===== config.mk =====
export PLATFORM = sky130hd
export DESIGN_NAME = approx_umul_pipe
export DESIGN_NICKNAME = d
export VERILOG_FILES = /design/src/rtl/approx_umul_pipe.sv
export SDC_FILE = /design/constraint.sdc
export NUM_CORES = 1
export LEC_CHECK = 0
export CAP_MARGIN = 20
export CORE_AREA = 3 3 113 115
export DETAILED_ROUTE_END_ITERATION = 10
export DIE_AREA = 0 0 116 118
export PLACE_DENSITY_LB_ADDON = 0.15
export SLEW_MARGIN = 20
export SYNTH_ARGS = -nofsm -noshare
export SYNTH_HDL_FRONTEND = slang
export SYNTH_SLANG_ARGS = --single-unit

===== constraint.sdc =====
create_clock -name clk -period 13.05 [get_ports clk]
set_clock_uncertainty 0.1 [all_clocks]
set_input_delay 1.305 -clock clk [delete_from_list [all_inputs] [get_ports clk]]
set_output_delay 1.305 -clock clk [all_outputs]
set_load 0.01 [all_outputs]

===== src/rtl/approx_umul_pipe.sv =====
// approx_umul_pipe
//   Two-stage pipelined unsigned W x W multiplier with a per-transaction
//   approximate mode and valid/ready flow control on both sides.
//   Approximate mode keeps all partial-product rows of x from bit L upward.
//   From the lowest L rows it keeps only the bits of weight 2^W and above.
//   Exact mode, or L = 0, returns the full product.
//
// Parameters
//   W  operand width (W >= 2); the result is 2W bits wide
//   L  number of approximated low rows of x (0 <= L < W)
//
// Ports
//   clk        in   clock, rising edge
//   rst_n      in   synchronous active-low reset
//   in_valid   in   x/y/mode present this cycle
//   in_ready   out  stage can accept; a beat transfers on in_valid & in_ready
//   in_x       in   multiplicand, unsigned, W bits
//   in_y       in   multiplier, unsigned, W bits
//   in_approx  in   1 = approximate product, 0 = exact product
//   out_valid  out  out_z holds a result
//   out_ready  in   consumer accepts; a beat transfers on out_valid & out_ready
//   out_z      out  product, 2W bits
//   out_approx out  mode of the transaction currently on out_z
module approx_umul_pipe #(
    parameter int unsigned W = 8,
    parameter int unsigned L = 4
) (
    input  logic           clk,
    input  logic           rst_n,
    input  logic           in_valid,
    output logic           in_ready,
    input  logic [W-1:0]   in_x,
    input  logic [W-1:0]   in_y,
    input  logic           in_approx,
    output logic           out_valid,
    input  logic           out_ready,
    output logic [2*W-1:0] out_z,
    output logic           out_approx
);

    localparam int unsigned ZW = 2 * W;

    logic          adv1, adv2, in_fire;
    logic [ZW-1:0] hi_d, low_d, z_d;
    logic [ZW-1:0] hi_q, low_q;
    logic          s1_valid_q, s1_approx_q;
    logic [ZW-1:0] out_z_q;
    logic          out_valid_q, out_approx_q;

    // Flow control: each stage may advance when it is empty or its consumer
    // drains it this cycle. in_ready is combinational from out_ready.
    always_comb begin
        adv2     = !out_valid_q || out_ready;
        adv1     = !s1_valid_q || adv2;
        in_ready = adv1;
        in_fire  = in_valid && in_ready;
    end

    // Rows of x at and above bit L are always computed exactly.
    always_comb begin
        hi_d = (ZW'(in_y) * ZW'(in_x >> L)) << L;
    end

    // Low-row term: the full low rows in exact mode, otherwise only the
    // partial-product bits whose weight i+j reaches W.
    always_comb begin
        low_d = '0;
        for (int i = 0; i < int'(L); i++) begin
            if (in_x[i]) begin
                if (in_approx) begin
                    for (int j = 0; j < int'(W); j++) begin
                        if (in_y[j] && (i + j >= int'(W))) begin
                            low_d = low_d + (ZW'(1) << (i + j));
                        end
                    end
                end else begin
                    low_d = low_d + (ZW'(in_y) << i);
                end
            end
        end
    end

    // The sum cannot overflow 2W bits: it never exceeds the exact product.
    always_comb begin
        z_d = hi_q + low_q;
    end

    always_ff @(posedge clk) begin
        if (!rst_n) begin
            s1_valid_q   <= 1'b0;
            s1_approx_q  <= 1'b0;
            hi_q         <= '0;
            low_q        <= '0;
            out_valid_q  <= 1'b0;
            out_z_q      <= '0;
            out_approx_q <= 1'b0;
        end else begin
            if (adv1) begin
                s1_valid_q <= in_valid;
            end
            if (in_fire) begin
                hi_q        <= hi_d;
                low_q       <= low_d;
                s1_approx_q <= in_approx;
            end
            if (adv2) begin
                out_valid_q  <= s1_valid_q;
                out_z_q      <= z_d;
                out_approx_q <= s1_approx_q;
            end
        end
    end

    always_comb begin
        out_valid  = out_valid_q;
        out_z      = out_z_q;
        out_approx = out_approx_q;
    end

endmodule

# Yosys cells after proc, flatten, opt, wreduce, memory -nomap -nowiden
# Index checks and enable logic that the tools add are counted.
dict set report totals {
  reg_bits 48
  latch_bits 0
  ram_bits 0
  mem_bits_ro 0
  memories 0
}
dict set report op_classes {
  addsub 10
  mul 1
  div_mod_pow 0
  order_cmp 0
  eq_ne 0
  shift 0
  n_mux 20
  bitwise_logic 0
  n_reduce_logical 5
}
# cell n
set op_table {}
lappend op_table {{16-bit 2-to-1 mux} 19}
lappend op_table {{16-bit by 9-bit adder with 16-bit output, second input constant} 3}
lappend op_table {{16-bit by 10-bit adder with 16-bit output, second input constant} 2}
lappend op_table {{16-bit by 10-bit adder with 16-bit output} 1}
lappend op_table {{16-bit by 11-bit adder with 16-bit output} 1}
lappend op_table {{16-bit by 11-bit adder with 16-bit output, second input constant} 1}
lappend op_table {{16-bit adder} 1}
lappend op_table {{16-bit by 9-bit adder with 16-bit output} 1}
lappend op_table {{8-bit by 4-bit multiplier with 12-bit output} 1}
lappend op_table {{8-bit 2-to-1 mux} 1}
lappend op_table {{1-bit zero test} 2}
lappend op_table {{1-bit logical OR} 2}
lappend op_table {{1-bit logical AND} 1}

# Depth between registers and ports, before layout
# Gate-level depths: netlist (run 1).
dict set report logic_depth {
  word_depth 26
  ltp_mapped 31
  depth_no_buf 29
}

# Worst setup path before layout (run 1)
# OpenSTA, ideal clock, no wires.
dict set report synth_path {
  kind {input port to flip-flop}
  start {input in_approx}
  end {register low_q[11]}
  t_arrival_ns 6.662
  t_required_ns 12.828
  setup_slack_ns 6.165
  stages 29
  path_buffers 2
  path_cell_list {buf_2 clkbuf_1 nor2b_1 and2_1 ha_1 inv_1 fa_1 nor2b_1 o21ai_1 a21boi_1 o21ai_1 nor3b_1 o31ai_1 ha_1 o21ai_0 nand2b_1 a2111oi_4 nor3b_2 mux2i_1 ha_1 mux2i_1 inv_1 ha_1 a221o_1 ha_1 o21ai_0 o21ai_0 a21oi_1 o31ai_1}
}
dict set report synth_between {
  elab_chain_cells 26
  word_cells_on_any_way 29
  cone_classes {add/sub: 9; mux: 20}
}
# element line
set synth_lines {}
lappend synth_lines {{start: declaration} 34} ;# input logic in_approx,
lappend synth_lines {{8-bit 2-to-1 mux} 70} ;# if (in_approx) begin
lappend synth_lines {{16-bit 2-to-1 mux} 69} ;# if (in_x[i]) begin
lappend synth_lines {{16-bit by 9-bit adder with 16-bit output} 73} ;# low_d = low_d + (ZW'(1) << (i + j));
lappend synth_lines {{16-bit 2-to-1 mux} 72} ;# if (in_y[j] && (i + j >= int'(W))) begin
lappend synth_lines {{16-bit 2-to-1 mux} 70}
lappend synth_lines {{16-bit 2-to-1 mux} 69}
lappend synth_lines {{16-bit by 9-bit adder with 16-bit output} 73}
lappend synth_lines {{16-bit 2-to-1 mux} 72}
lappend synth_lines {{[... 10 more ...]} n/a}
lappend synth_lines {{16-bit by 10-bit adder with 16-bit output} 73}
lappend synth_lines {{16-bit 2-to-1 mux} 72}
lappend synth_lines {{16-bit 2-to-1 mux} 70}
lappend synth_lines {{16-bit 2-to-1 mux} 69}
lappend synth_lines {{16-bit by 11-bit adder with 16-bit output} 73}
lappend synth_lines {{16-bit 2-to-1 mux} 72}
lappend synth_lines {{16-bit 2-to-1 mux} 70}
lappend synth_lines {{16-bit 2-to-1 mux *} 69}
lappend synth_lines {{end signal: assignment} 103} ;# low_q <= low_d;
lappend synth_lines {{end: declaration} 45} ;# logic [ZW-1:0] hi_q, low_q;
# Every way passes the cells marked *; elsewhere a longest branch is shown, timed or not. The select of a mux whose other input is x is not followed.
# A chain may end at the register's enable or synchronous reset.

# Final worst setup path (run 1)
# Ends and elaborated chain as after synthesis.

==> results.txt, run 1 <==
FF+latch count, synth: 47
Pleak: 2.43 nW
pin count of the biggest net entering global routing: 43
number of synthesized flops with an enable pin: 0
worst hold slack: 0.349 ns
clk buf depth: 2
Synth cell types: 73
IO Pins: 40
antenna cells: 0
Post-synth ARST share: 0
H-tree Lvls: 2
ranking of synthesized cells by area: dfxtp_1, ha_1, nand2_1, fa_1, a21oi_1
TritonRoute pass-1 iters: 4
Most common cell on crit path: ha_1
hold path depth: 2
GPL Wtd Cong: 0.887
DR vias: 4264
die area: 13700 sq um
CP startpoint kind: primary input
worst hold path type: reg -> reg
DRT Wirelength: 11700 microns
Final Max Tran Viols: 0
layout cells sized above 1: 0.0506
TritonCTS Buffers: 5
measured slew at the worst slew-check pin: 1.06 ns
combinational power share: 0.384
Power Dens Cells: 93.5 nW/um^2
CP endpoint kind: flop
vias in the first global route: 4239
# hold bufs at CTS: 0
largest area contributor in the netlist: dfxtp_1
DRC Markers: 0
TritonCTS Sinks: 47
die width: 116 microns
RSZ-0062 raised after global routing: no
cells on worst reg2reg path: 6
initial antenna violation count: 0
worst skew pair latency: 0.28 ns
nets@finish: 725
total gr overflow: 0
All-Layer GR Usage: 0.175
relative slew slack: 0.292
arrival time at the worst endpoint: 7.71 ns
average vias per placed instance: 5.47
HPWL after DPL: 9050 microns
# setup viols final: 0
Switch Pwr: 0.167 mW
setup TNS: 0 ns
initial DRC count: 288
Fin. Hold Viols: 0
IO Port Bufs: 39
Post-Syn Area: 4710 sq um
Core Rows: 40
post-route ant nets: 0
register share of total power: 0.325
Max Cap Viol: 0
cts repair resizes: 0
CP max stage cell: fa_1
starting density of the core: 0.396
Yosys Warn Count: 0
WS Path Type: in -> reg
Wirelength per Cell: 15.0 microns
commonest non-fill, non-tap cell in the layout: nand2_1
ys flop type: dfxtp_1
Max Clk Rate: 131 MHz
status: finished, final reports clean
CP peak stage delay: 0.40 ns
first-pass GRT wire length: 20000 microns
min cycle time layout: 7.65 ns
most frequent cells in the layout: nand2_1, a21oi_1, ha_1
Core ar.: 11900 sq um
Power Internal: 0.338 mW
register area share after synthesis: 0.200
DIE HEIGHT: 118 microns
Util after Layout: 0.453
Layout area overhead: 14.6%
Synth top area share: 0.200
clk slew on worst S/H paths: 0.06 ns
syn nets: 700
Worst IR Drop VDD: 0.0000569 V
Switching Share: 0.331
Clk pwr share: 0.291
crit-path max FO: 26
Avg Cell Area, Syn: 7.76 sq um
final worst path period share: 0.586
Mapped Cells: 607
Root Buffer: clkbuf_16
postcts setup bufs: 0
clock tree from TritonCTS: built
CP required: 13.12 ns
FILL cells: 1239
==> layer usage <==
layer  track usage  vias up  wire [microns]
met5             0        -               0
met4        0.0442        0             212
met3        0.0154       16             268
met2         0.300       76            5680
met1         0.234     1996            5540
li1              -     2176               -
==> cells in the mapped netlist (4+ instances only) <==
cell type / n
a21oi_1: 60
inv_1: 43
o211ai_1: 4
nand2_1: 89
nor2b_1: 7
clkbuf_1: 22
and2_1: 21
nor3b_1: 4
o21bai_1: 6
a211oi_1: 6
xnor2_1: 18
o31ai_1: 8
nor2_1: 31
dfxtp_1: 47
nand4_1: 7
nand3_1: 21
o21a_1: 4
a21o_1: 11
o21ai_1: 4
xor2_1: 8
and3_1: 4
ha_1: 56
fa_1: 16
o21ai_0: 17
mux2i_1: 4
nor3_1: 16
nand2b_1: 5
or3_1: 6
==> power by group through the flow <==
stage / combinational, mW / clock [mW] / sequential, mW
6_report: 0.194 / 0.147 / 0.164
5_1_grt: 0.220 / 0.156 / 0.166
4_1_cts: 0.195 / 0.151 / 0.164
3_5_place_dp: 0.193 / 0 / 0.167
3_3_place_gp: 0.189 / 0 / 0.167
2_1_floorplan: 0.138 / 0 / 0.168
==> layout make-up <==
class | count | area (sq um) | area share
Clock buffer | 6 | 139 | 0.0257
Clock inverter | 2 | 35.0 | 0.00649
Inverter | 47 | 176 | 0.0327
Multi-Input combinational cell | 486 | 3490 | 0.646
Sequential cell | 47 | 941 | 0.174
Tap cell | 147 | 184 | 0.0341
Timing Repair Buffer | 45 | 435 | 0.0806
==> through the flow <==
step	std cells	area, sq um	total power [mW]	worst slack [ns]
4_1_cts	780	5400	0.510	5.38
5_1_grt	780	5400	0.541	4.75
6_report	780	5400	0.505	5.40
3_5_place_dp	772	5230	0.360	5.12
2_1_floorplan	607	4710	0.306	6.17
3_3_place_gp	772	5230	0.356	5.40
==> state kept, by name, summed over array words and instances (netlist names) <==
register     flops
hi_q            12
s1_valid_q       1
out_z           16
out_valid        1
out_approx       1
low_q           15
s1_approx_q      1
==> cells by family after synthesis <==
kind of cell | Yosys count | synth area share
xor+xnor | 27 | 0.0518
simple gates | 227 | 0.239
flops | 47 | 0.200
mux | 8 | 0.0204
fa+ha+maj | 72 | 0.217
compound gates | 152 | 0.213
buf+inv | 74 | 0.0597
==> worst max-delay path: cells and delay by family <==
family,cells,cell delay (ns)
and+or+nand+nor,6,1.13
buffers and inverters,4,0.76
AOI/OAI and AO/OA,11,2.13
muxes,2,0.58
adders and majority gates,6,1.79
==> path summary, 6_finish.rpt <==
| check | from | end | slack (ns) |
|---|---|---|---|
| setup / recovery | in_approx | low_q[11] | 5.40 |
| hold / removal | out_z[6] | out_z[6] | 0.35 |
| setup reg to reg | out_valid | low_q[9] | 10.42 |
| hold reg to reg | out_z[6] | out_z[6] | 0.35 |
(Power assumes the default switching activity.)
==> inputs of run 2 (changes only) <==
==> constraint.sdc (replaced) <==
create_clock -name clk -period 6.8 [get_ports clk]
set_clock_uncertainty 0.1 [all_clocks]
set_input_delay 0.68 -clock clk [delete_from_list [all_inputs] [get_ports clk]]
set_output_delay 0.68 -clock clk [all_outputs]
set_load 0.01 [all_outputs]
==> run 2 against run 1 <==
Against the previous run:
- setup slack worse by 4.9 ns
- combinational power up 96%
- total power up 95%
- critical path depth unchanged
- register-to-register slack worse by 6.2 ns
- flip-flop and latch count unchanged
- routed wire length up 1.8%
- worst hold slack better by 0.0016 ns
- critical path type unchanged
- largest power group unchanged
- highest routed layer unchanged
==> results.txt, run 2 (synthesized netlist as in run 1, its figures left out) <==
status: finished, final reports clean (unchanged)
starting density of the core: 0.396 (unchanged)
IO Port Bufs: 39 (unchanged)
CP startpoint kind: primary input (unchanged)
Core ar.: 11900 sq um (unchanged)
TritonCTS Sinks: 47 (unchanged)
DRC Markers: 0 (unchanged)
setup TNS: 0 ns (unchanged)
Top delay family on crit path: compound AO/OA/AOI/OAI gates (unchanged)
Core Rows: 40 (unchanged)
Worst R2R End: low_q[9] (unchanged)
initial DRC count: 171 (was 288)
worst skew pair latency: 0.28 ns (about the same)
crit-path max FO: 5 (was 26)
relative slew slack: 0.320 (was 0.292)
antenna cells: 0 (unchanged)
TritonCTS Buffers: 5 (unchanged)
final worst path period share: 0.931
cells on worst reg2reg path: 6 (unchanged)
CP endpoint kind: flop (unchanged)
CP Launch Point: in_x[0] (was in_approx)
commonest non-fill, non-tap cell in the layout: nand2_1 (unchanged)
Max Cap Viol: 0 (unchanged)
Worst IR Drop VDD: 0.000128 V (was 0.0000569 V)
CP peak stage delay: 0.54 ns (was 0.40 ns)
measured slew at the worst slew-check pin: 1.02 ns (was 1.06 ns)
max reg flops: 16 (unchanged)
Fin. Hold Viols: 0 (unchanged)
RSZ-0062 raised after global routing: no (unchanged)
# hold bufs at CTS: 0 (unchanged)
TritonRoute pass-1 iters: 4 (unchanged)
pin count of the biggest net entering global routing: 43 (unchanged)
worst hold path type: reg -> reg (unchanged)
Wirelength per Cell: 15.1 microns (was 15.0 microns)
GPL Wtd Cong: 0.933 (was 0.887)
nets@finish: 736 (was 725)
clk buf depth: 2 (unchanged)
vias in the first global route: 4384 (was 4239)
arrival time at the worst endpoint: 6.41 ns (was 7.71 ns)
Power Dens Cells: 178 nW/um^2 (was 93.5 nW/um^2)
most frequent cells in the layout: nand2_1, a21oi_1, ha_1 (unchanged)
HPWL after DPL: 9310 microns (was 9050 microns)
Layout area overhead: 17.0% (was 14.6%)
initial antenna violation count: 0 (unchanged)
clk slew on worst S/H paths: 0.07 ns (was 0.06 ns)
die area: 13700 sq um (unchanged)
WS Path Type: in -> reg (unchanged)
DR vias: 4330 (was 4264)
Root Buffer: clkbuf_16 (unchanged)
# setup viols final: 0 (unchanged)
Setup crit end: low_q[11] (unchanged)
min cycle time layout: 6.33 ns
worst hold slack: 0.351 ns (was 0.349 ns)
first-pass GRT wire length: 20500 microns (was 20000 microns)
H-tree Lvls: 2 (unchanged)
CP max stage cell: clkdlybuf4s50_1 (was fa_1)
average vias per placed instance: 5.47 (about the same)
Reg-to-Reg Start: out_valid (unchanged)
Most common cell on crit path: ha_1 (unchanged)
Pleak: 2.49 nW (was 2.43 nW)
CP required: 6.87 ns (was 13.12 ns)
total gr overflow: 0 (unchanged)
DRT Wirelength: 11900 microns (was 11700 microns)
DIE HEIGHT: 118 microns (unchanged)
layout cells sized above 1: 0.0761 (was 0.0506)
Final Total Pwr: 0.982 mW (was 0.505 mW)
All-Layer GR Usage: 0.181 (was 0.175)
IO Pins: 40 (unchanged)
Final Max Tran Viols: 0 (unchanged)
clock tree from TritonCTS: built (unchanged)
r2r setup slk: 4.26 ns (was 10.42 ns)
post-route ant nets: 0 (unchanged)
die width: 116 microns (unchanged)
WP buf/inv: 4 (unchanged)
Crit path depth: 29 (unchanged)
Max Clk Rate: 158 MHz
run 2: cell types whose count changed in the layout (fill, tap and decap cells not counted), sizes merged:
cell,before,now
buf,6,17
run 2: worst min-delay path by stage:
stage                  start       end  slack (ns)  cells after the start
global placement    out_z[9]  out_z[9]        0.34                      2
floorplan           low_q[0]  low_q[0]        0.33                      2
detailed placement  out_z[7]  out_z[7]        0.35                      2
global route        out_z[6]  out_z[6]        0.37                      2
finish              out_z[7]  out_z[7]        0.35                      2
CTS                 out_z[7]  out_z[7]        0.35                      2
run 2: report_power, final:
part	internal, mW	switching [mW]
Combinational	0.172	0.209
Sequential	0.301	0.0150
Clock	0.183	0.103
run 2: per-stage QoR:
step	utilization	cells	setup slack (ns)	instance area, sq um
3_3_place_gp	0.446	783	0.234	5310
4_1_cts	0.460	791	0.306	5480
6_report	0.463	791	0.467	5520
2_1_floorplan	-	607	0.540	4710
5_1_grt	0.463	791	0.00111	5520
3_5_place_dp	0.446	783	0.0500	5310
run 2: repair_timing:
item	CTS	global route
setup buffers	0	0
setup endpoints to repair	0	2
resized for setup	0	7
run 2: per-layer routing:
metal | global-route usage | share of wire | vias to the layer above
met5 | 0 | 0 | -
li1 | - | - | 2203
met3 | 0.0170 | 0.017 | 19
met1 | 0.231 | 0.47 | 2046
met2 | 0.319 | 0.49 | 62
met4 | 0.0551 | 0.019 | 0
run 2: area by class of cell:
cell class | instances | area, sq um
clock buffers | 6 | 139
clock inverters | 2 | 35.0
fillers | 1223 | 6400
inverters | 47 | 176
multi-input cells | 486 | 3520
flip-flops and latches | 47 | 941
well taps | 147 | 184
repair buffers | 56 | 518
run 2: worst min-delay path, cell delays in order (launching register included):
cell	delay [ns]
dfxtp_1	0.31
nand2_1	0.05
a21oi_1	0.05
